[src/rtl/hpdcache_plru_updt_queue_pkg.sv]
// Shared types and defaults for the PLRU update queue.
// The cache configuration carries the set and way counts that size the queue.
package hpdcache_plru_updt_queue_pkg;

  typedef struct packed {
    int unsigned sets;
    int unsigned ways;
  } hpdcache_user_cfg_t;

  typedef struct packed {
    hpdcache_user_cfg_t u;
  } hpdcache_cfg_t;

  localparam hpdcache_cfg_t PLRU_Q_DEFAULT_CFG = '{u: '{sets: 32'd64, ways: 32'd4}};

  function automatic int unsigned occ_width(input int unsigned depth);
    return $clog2(depth + 32'd1);
  endfunction

endpackage

[src/rtl/hpdcache_plru_updt_queue_if.sv]
// Request/response bundle between the cache pipeline and the PLRU update queue.
// The master drives hit/refill requests and flush; the slave is the queue.
interface hpdcache_plru_updt_queue_if
  import hpdcache_plru_updt_queue_pkg::*;
#(
  parameter int unsigned SW = $clog2(PLRU_Q_DEFAULT_CFG.u.sets),
  parameter int unsigned W  = PLRU_Q_DEFAULT_CFG.u.ways,
  parameter int unsigned OW = 3
);
  logic          flush_i;
  logic          hit_valid_i;
  logic          hit_ready_o;
  logic [SW-1:0] hit_set_i;
  logic [W-1:0]  hit_way_i;
  logic          refill_valid_i;
  logic [SW-1:0] refill_set_i;
  logic [W-1:0]  refill_way_i;
  logic          updt_o;
  logic [SW-1:0] updt_set_o;
  logic [W-1:0]  updt_way_o;
  logic          empty_o;
  logic [OW-1:0] occupancy_o;

  modport master (
    output flush_i, hit_valid_i, hit_set_i, hit_way_i,
           refill_valid_i, refill_set_i, refill_way_i,
    input  hit_ready_o, updt_o, updt_set_o, updt_way_o, empty_o, occupancy_o
  );

  modport slave (
    input  flush_i, hit_valid_i, hit_set_i, hit_way_i,
           refill_valid_i, refill_set_i, refill_way_i,
    output hit_ready_o, updt_o, updt_set_o, updt_way_o, empty_o, occupancy_o
  );
endinterface

[src/rtl/hpdcache_plru_updt_queue.sv]
// Serialises PLRU updates from refills (never stalled, highest priority) and
// hits (queued, coalesced against the tail) into one registered update per cycle.
module hpdcache_plru_updt_queue
  import hpdcache_plru_updt_queue_pkg::*;
#(
  parameter hpdcache_cfg_t HPDcacheCfg = PLRU_Q_DEFAULT_CFG,
  parameter int unsigned   DEPTH       = 4
) (
  input logic clk_i,
  input logic rst_i,
  hpdcache_plru_updt_queue_if.slave bus
);
  localparam int unsigned SW = $clog2(HPDcacheCfg.u.sets);
  localparam int unsigned W  = HPDcacheCfg.u.ways;
  localparam int unsigned PW = $clog2(DEPTH);
  localparam int unsigned OW = occ_width(DEPTH);

  typedef logic [SW-1:0] set_t;
  typedef logic [W-1:0]  way_vector_t;
  typedef struct packed {
    set_t        set;
    way_vector_t way;
  } entry_t;

  entry_t        mem_r [DEPTH];
  logic [PW-1:0] head_r;
  logic [PW-1:0] tail_r;
  logic [OW-1:0] occ_r;
  logic          ready_r;
  logic          empty_r;
  logic          updt_r;
  set_t          set_r;
  way_vector_t   way_r;

  entry_t        hit_s;
  entry_t        tail_entry_s;
  logic          fifo_empty_s;
  logic          hit_acc_s;
  logic          coalesce_s;
  logic          pop_s;
  logic          bypass_s;
  logic          push_s;
  logic          updt_nxt_s;
  logic [OW-1:0] occ_nxt_s;

  // Arbitration between refill, FIFO pop and hit bypass, plus next occupancy.
  always_comb begin
    hit_s.set    = bus.hit_set_i;
    hit_s.way    = bus.hit_way_i;
    tail_entry_s = mem_r[tail_r - PW'(1)];
    fifo_empty_s = (occ_r == '0);
    hit_acc_s    = bus.hit_valid_i & ready_r;
    // Coalescing compares against the tail as it stood before this cycle's pop.
    coalesce_s   = !fifo_empty_s && (hit_s == tail_entry_s);
    pop_s        = !bus.refill_valid_i && !fifo_empty_s && !bus.flush_i;
    bypass_s     = !bus.refill_valid_i && fifo_empty_s && hit_acc_s && !bus.flush_i;
    push_s       = hit_acc_s && !bus.flush_i && !bypass_s && !coalesce_s;
    updt_nxt_s   = bus.refill_valid_i | pop_s | bypass_s;
    occ_nxt_s    = occ_r;
    if (bus.flush_i) begin
      occ_nxt_s = '0;
    end else if (push_s && !pop_s) begin
      occ_nxt_s = occ_r + OW'(1);
    end else if (pop_s && !push_s) begin
      occ_nxt_s = occ_r - OW'(1);
    end else begin
      occ_nxt_s = occ_r;
    end
  end

  // FIFO storage, pointers and occupancy-derived status flags.
  always_ff @(posedge clk_i or posedge rst_i) begin
    if (rst_i) begin
      for (int i = 0; i < int'(DEPTH); i++) begin
        mem_r[i] <= '0;
      end
      head_r  <= '0;
      tail_r  <= '0;
      occ_r   <= '0;
      ready_r <= 1'b1;
      empty_r <= 1'b1;
    end else begin
      if (push_s) begin
        mem_r[tail_r] <= hit_s;
      end
      if (bus.flush_i) begin
        head_r <= '0;
        tail_r <= '0;
      end else begin
        if (push_s) tail_r <= tail_r + PW'(1);
        if (pop_s)  head_r <= head_r + PW'(1);
      end
      occ_r   <= occ_nxt_s;
      ready_r <= (occ_nxt_s < OW'(DEPTH));
      empty_r <= (occ_nxt_s == '0) && !updt_nxt_s;
    end
  end

  // Output register feeding the victim-selection block.
  always_ff @(posedge clk_i or posedge rst_i) begin
    if (rst_i) begin
      updt_r <= 1'b0;
      set_r  <= '0;
      way_r  <= '0;
    end else if (bus.refill_valid_i) begin
      updt_r <= 1'b1;
      set_r  <= bus.refill_set_i;
      way_r  <= bus.refill_way_i;
    end else if (pop_s) begin
      updt_r <= 1'b1;
      set_r  <= mem_r[head_r].set;
      way_r  <= mem_r[head_r].way;
    end else if (bypass_s) begin
      updt_r <= 1'b1;
      set_r  <= hit_s.set;
      way_r  <= hit_s.way;
    end else begin
      updt_r <= 1'b0;
    end
  end

  assign bus.hit_ready_o = ready_r;
  assign bus.updt_o      = updt_r;
  assign bus.updt_set_o  = set_r;
  assign bus.updt_way_o  = way_r;
  assign bus.empty_o     = empty_r;
  assign bus.occupancy_o = occ_r;

endmodule

[src/flat_wrapper.sv]
// flat-port wrapper written by rule: the top's interface ports become plain ports
module hpdcache_plru_updt_queue_flat import hpdcache_plru_updt_queue_pkg::*;
#(
  parameter hpdcache_cfg_t HPDcacheCfg = PLRU_Q_DEFAULT_CFG,
  parameter int unsigned   DEPTH       = 4
)
  (clk_i, rst_i, bus_flush_i, bus_hit_valid_i, bus_hit_set_i, bus_hit_way_i, bus_refill_valid_i, bus_refill_set_i, bus_refill_way_i, bus_hit_ready_o, bus_updt_o, bus_updt_set_o, bus_updt_way_o, bus_empty_o, bus_occupancy_o);
  hpdcache_plru_updt_queue_if #(.SW((6)), .W((4)), .OW((3))) bus_i ();
  input logic clk_i;
  input logic rst_i;
  input wire logic [$bits(bus_i.flush_i)-1:0] bus_flush_i;
  input wire logic [$bits(bus_i.hit_valid_i)-1:0] bus_hit_valid_i;
  input wire logic [$bits(bus_i.hit_set_i)-1:0] bus_hit_set_i;
  input wire logic [$bits(bus_i.hit_way_i)-1:0] bus_hit_way_i;
  input wire logic [$bits(bus_i.refill_valid_i)-1:0] bus_refill_valid_i;
  input wire logic [$bits(bus_i.refill_set_i)-1:0] bus_refill_set_i;
  input wire logic [$bits(bus_i.refill_way_i)-1:0] bus_refill_way_i;
  output wire logic [$bits(bus_i.hit_ready_o)-1:0] bus_hit_ready_o;
  output wire logic [$bits(bus_i.updt_o)-1:0] bus_updt_o;
  output wire logic [$bits(bus_i.updt_set_o)-1:0] bus_updt_set_o;
  output wire logic [$bits(bus_i.updt_way_o)-1:0] bus_updt_way_o;
  output wire logic [$bits(bus_i.empty_o)-1:0] bus_empty_o;
  output wire logic [$bits(bus_i.occupancy_o)-1:0] bus_occupancy_o;
  assign bus_i.flush_i = bus_flush_i;
  assign bus_i.hit_valid_i = bus_hit_valid_i;
  assign bus_i.hit_set_i = bus_hit_set_i;
  assign bus_i.hit_way_i = bus_hit_way_i;
  assign bus_i.refill_valid_i = bus_refill_valid_i;
  assign bus_i.refill_set_i = bus_refill_set_i;
  assign bus_i.refill_way_i = bus_refill_way_i;
  assign bus_hit_ready_o = bus_i.hit_ready_o;
  assign bus_updt_o = bus_i.updt_o;
  assign bus_updt_set_o = bus_i.updt_set_o;
  assign bus_updt_way_o = bus_i.updt_way_o;
  assign bus_empty_o = bus_i.empty_o;
  assign bus_occupancy_o = bus_i.occupancy_o;
  hpdcache_plru_updt_queue #(.HPDcacheCfg(HPDcacheCfg), .DEPTH(DEPTH)) u_core (.clk_i(clk_i), .rst_i(rst_i), .bus(bus_i));
endmodule
[config.mk]
export PLATFORM = sky130hd
export DESIGN_NAME = hpdcache_plru_updt_queue_flat
export DESIGN_NICKNAME = d
export VERILOG_FILES = /design/src/rtl/hpdcache_plru_updt_queue_pkg.sv /design/src/rtl/hpdcache_plru_updt_queue_if.sv /design/src/rtl/hpdcache_plru_updt_queue.sv /design/src/flat_wrapper.sv
export SDC_FILE = /design/constraint.sdc
export NUM_CORES = 1
export LEC_CHECK = 0
export ABC_AREA = 1
export BUFFER_PORTS_ARGS = -buffer_cell sky130_fd_sc_hd__clkbuf_2
export CORE_MARGIN = 10
export CORE_UTILIZATION = 40
export DETAILED_ROUTE_END_ITERATION = 6
export GPL_ROUTABILITY_DRIVEN = 0
export PLACE_DENSITY = 0.63
export SLEW_MARGIN = 25
export SYNTH_ARGS = -nofsm -noshare
export SYNTH_HDL_FRONTEND = slang
export SYNTH_SLANG_ARGS = --single-unit
[constraint.sdc]
create_clock -name clk_i -period 5.37 [get_ports clk_i]
set_clock_uncertainty 0.2 [all_clocks]
set_input_delay 0.2685 -clock clk_i [delete_from_list [all_inputs] [get_ports clk_i]]
set_output_delay 0.2685 -clock clk_i [all_outputs]
set_load 0.02 [all_outputs]
==> key figures <==
Run status
  – Status: completed

Final layout
  – Flip-flop and latch area: approximately 1500 um2
  – Filler cells: 823
  – Design area: ~4000 um2
  – ANT cells: 0
  – Multi-input gate area: 1640 um2
  – Fin util: 0.481
  – Post-Layout Cell Count: 600
  – Commonest non-fill, non-tap cell in the layout: nand2_1
  – Nets@finish: 522
  – Commonest non-fill, non-tap cells in the layout: nand2_1 (128), dfrtp_1 (58), inv_1 (47), clkbuf_2 (40), o21ai_0 (37)
  – Area Overhead vs Synth: 16.2%
  – Ratio of cells with drive above 1 in the final layout: 0.164

Synthesis
  – Distinct cells, synth: 31
  – Syn Nets: between 400 and 500
  – Synth Area in XOR/XNOR: 0.0102
  – Top cells by area, synth: dfrtp_1 (42%), nand2_1 (14%), o21ai_0 (5.4%), inv_1 (5.2%), nand3_1 (4.8%)
  – Post-Syn Area: 3440 um2
  – Simple-Gate Fraction of Synth Area: 0.240
  – Synth Area in Compound Gates: 0.152
  – Yosys warns: 0
  – Synth Register Bits: 60
  – Sequential element share of the synthesized area: 0.437
  – Avg Cell Area, Syn: 7.73 um2
  – Mapped Cells: between 400 and 500
  – Largest family of logic cells by synthesized area: simple AND/OR/NAND/NOR gates
  – Adder-Cell Fraction of Synth Area: 0.0255
  – Biggest area consumer among synthesized cells: dfrtp_1
  – Multiplexer share of the synthesized area: 0.0480
  – Post-synth top area share: 0.422

Pwr
  – PD cells: 409 nW/um2
  – VDD IR max: 0.143 mV
  – Leak: 1.95 nW
  – Pwr Total: 1.63 mW

Floorplan
  – Die area: 12700 um2
  – Placeable Area: 8300 um2
  – Num rows: 33
  – Die Width: 113 um
  – Initial Util: 0.414
  – # IOs: 41
  – Height of the die: approximately 110 um

Place
  – DP HPWL: between 6 and 7 mm
  – Pre-CTS setup slack: 1.40 ns
  – Placed cell area: 3670 um2
  – IO buf count: 40
  – Placed cell count: 572

Detailed routing
  – Drt pass-1 iters: 4
  – Routed Antenna Nets: 0
  – WL final: 8.88 mm
  – Drt drc: 0
  – Initial drt markers: approximately 160
  – Routed via count: between 3k and 4k
  – Via density: 5.10
  – Wirelength per Cell: between 10 and 15 um

STA
  – Total negative slack: 0 ns
  – Worst slew pin tran: 0.965 ns
  – Pins Over Slew Limit: 0
  – # setup viols final: 0
  – Final Hold Vio Count: 0
  – Max Fclk: 251 MHz
  – Relative slew slack: 0.356
  – Final min period: 3.98 ns
  – Unrepaired setup endpoints after global routing: false
  – WHS: 0.0166 ns
  – PnR worst setup slack: 1.39 ns
  – Period Utilization, post-route: 0.740

Global route
  – Initial antenna violation count: 0
  – Vias in the first global route: ~3k
  – GRT Util Overall: 0.144
  – Residual overflow from global routing: 0
  – Largest net degree at the start of global routing: 61
  – First-pass GRT wire length: around 15 mm

CTS
  – Clock-pin slew on the worst setup and hold paths: approximately 0.07 ns
  – Setup bufs post-CTS: 0
  – CTS sink count: 60
  – Worst-Skew Late Latency: 0.36 ns
  – H-tree depth: 3
  – CTS tree: done
  – CTS Buffer Depth: 2
  – TritonCTS buffer count: 9
  – Root Buffer: clkbuf_8

Worst setup path
  – R2r worst-path depth: 14
  – Worst EP required: about 5.4 ns
  – Max FO, Critical Path: 24
  – CP endpoint kind: register
  – Startpoint Class: register
  – Critical path class: reg -> reg
  – R2R setup slack: 1.39 ns
  – CP arrival: 4.01 ns

Min path
  – Worst min path class: in -> reg
  – Hold path depth: 3

Flow run
  – # Max-Cap Violations: 0
## layout make-up
cell class / count / area share
multi-input combinational: 315 / 0.410
sequential: 60 / 0.376
timing repair buffer: 53 / 0.0821
inverter: 51 / 0.0479
clock buffer: 12 / 0.0388
tap: 105 / 0.0329
clock inverter: 4 / 0.0119
## path summary, 6_finish.rpt
kind	start	end
worst max-delay path	u_core.tail_r[0]	u_core.mem_r[5]
worst min-delay path	bus_hit_set_i[4]	u_core.mem_r[8]
worst max register to register	u_core.tail_r[0]	u_core.mem_r[5]
worst min register to register	u_core.bus.updt_way_o[2]	u_core.bus.updt_way_o[2]
max in group asynchronous	rst_i	u_core.bus.updt_set_o[3]
min in group asynchronous	rst_i	u_core.mem_r[16]
## layer usage
metal | track usage | wire length [um] | vias to the layer above
met5 | 0 | 0 | -
met4 | 0.0558 | 157 | 0
met3 | 0.0481 | 467 | 14
met2 | 0.231 | 4240 | 66
met1 | 0.174 | 4020 | 1437
li1 | - | - | 1540
## synthesized netlist by cell type, drive strengths merged
cell    count
a21oi      31
a31oi       8
buf        11
clkbuf      8
dfrtp      58
dfstp       2
ha          7
inv        51
mux2       14
nand2     129
nand3      33
nand3b      3
nor2       27
nor3        1
o211ai      5
o21a        6
o21ai      44
o221ai      1
o22ai       1
or2         1
xnor2       1
xor2        3
## critical path, stage by stage (launching register included)
cell	delay, ns
dfrtp_1	0.82
inv_2	0.35
ha_1	0.55
inv_1	0.35
nand3_1	0.15
nand2_1	0.09
nand2_1	0.05
nand2_1	0.07
nor2_1	0.04
nand2_1	0.05
nor2_1	0.04
nand2_1	0.12
nand2_4	0.14
nor2_4	0.42
mux2_2	0.39
## cells by family after synthesis
family	Yosys count
muxes	14
and+or+nand+nor	194
buffers and inverters	70
DFF	60
adders and majority gates	7
xor gates and xnor gates	4
AOI/OAI and AO/OA	96
## flip-flops by register name, summed over array words and instances (netlist names)
name                    flops
u_core.tail_r               2
u_core.bus.updt_o           1
u_core.bus.updt_way_o       4
u_core.bus.occupancy_o      3
u_core.mem_r               40
u_core.bus.hit_ready_o      1
u_core.head_r               2
u_core.bus.empty_o          1
u_core.bus.updt_set_o       6
## timing repair
action / 4_1_cts / 5_1_grt
hold endpoints to repair: 70 / 0
setup endpoints to repair: 0 / 0
hold buffers: 12 / 0
resized for setup: 0 / 0
## report_power, final
group	switching, mW	internal, mW	total, mW
Sequential	0.119	0.600	0.719
Clock	0.186	0.238	0.424
Combinational	0.293	0.198	0.490
Total	0.597	1.04	1.63
No activity file was read; power rests on OpenSTA's default activity.
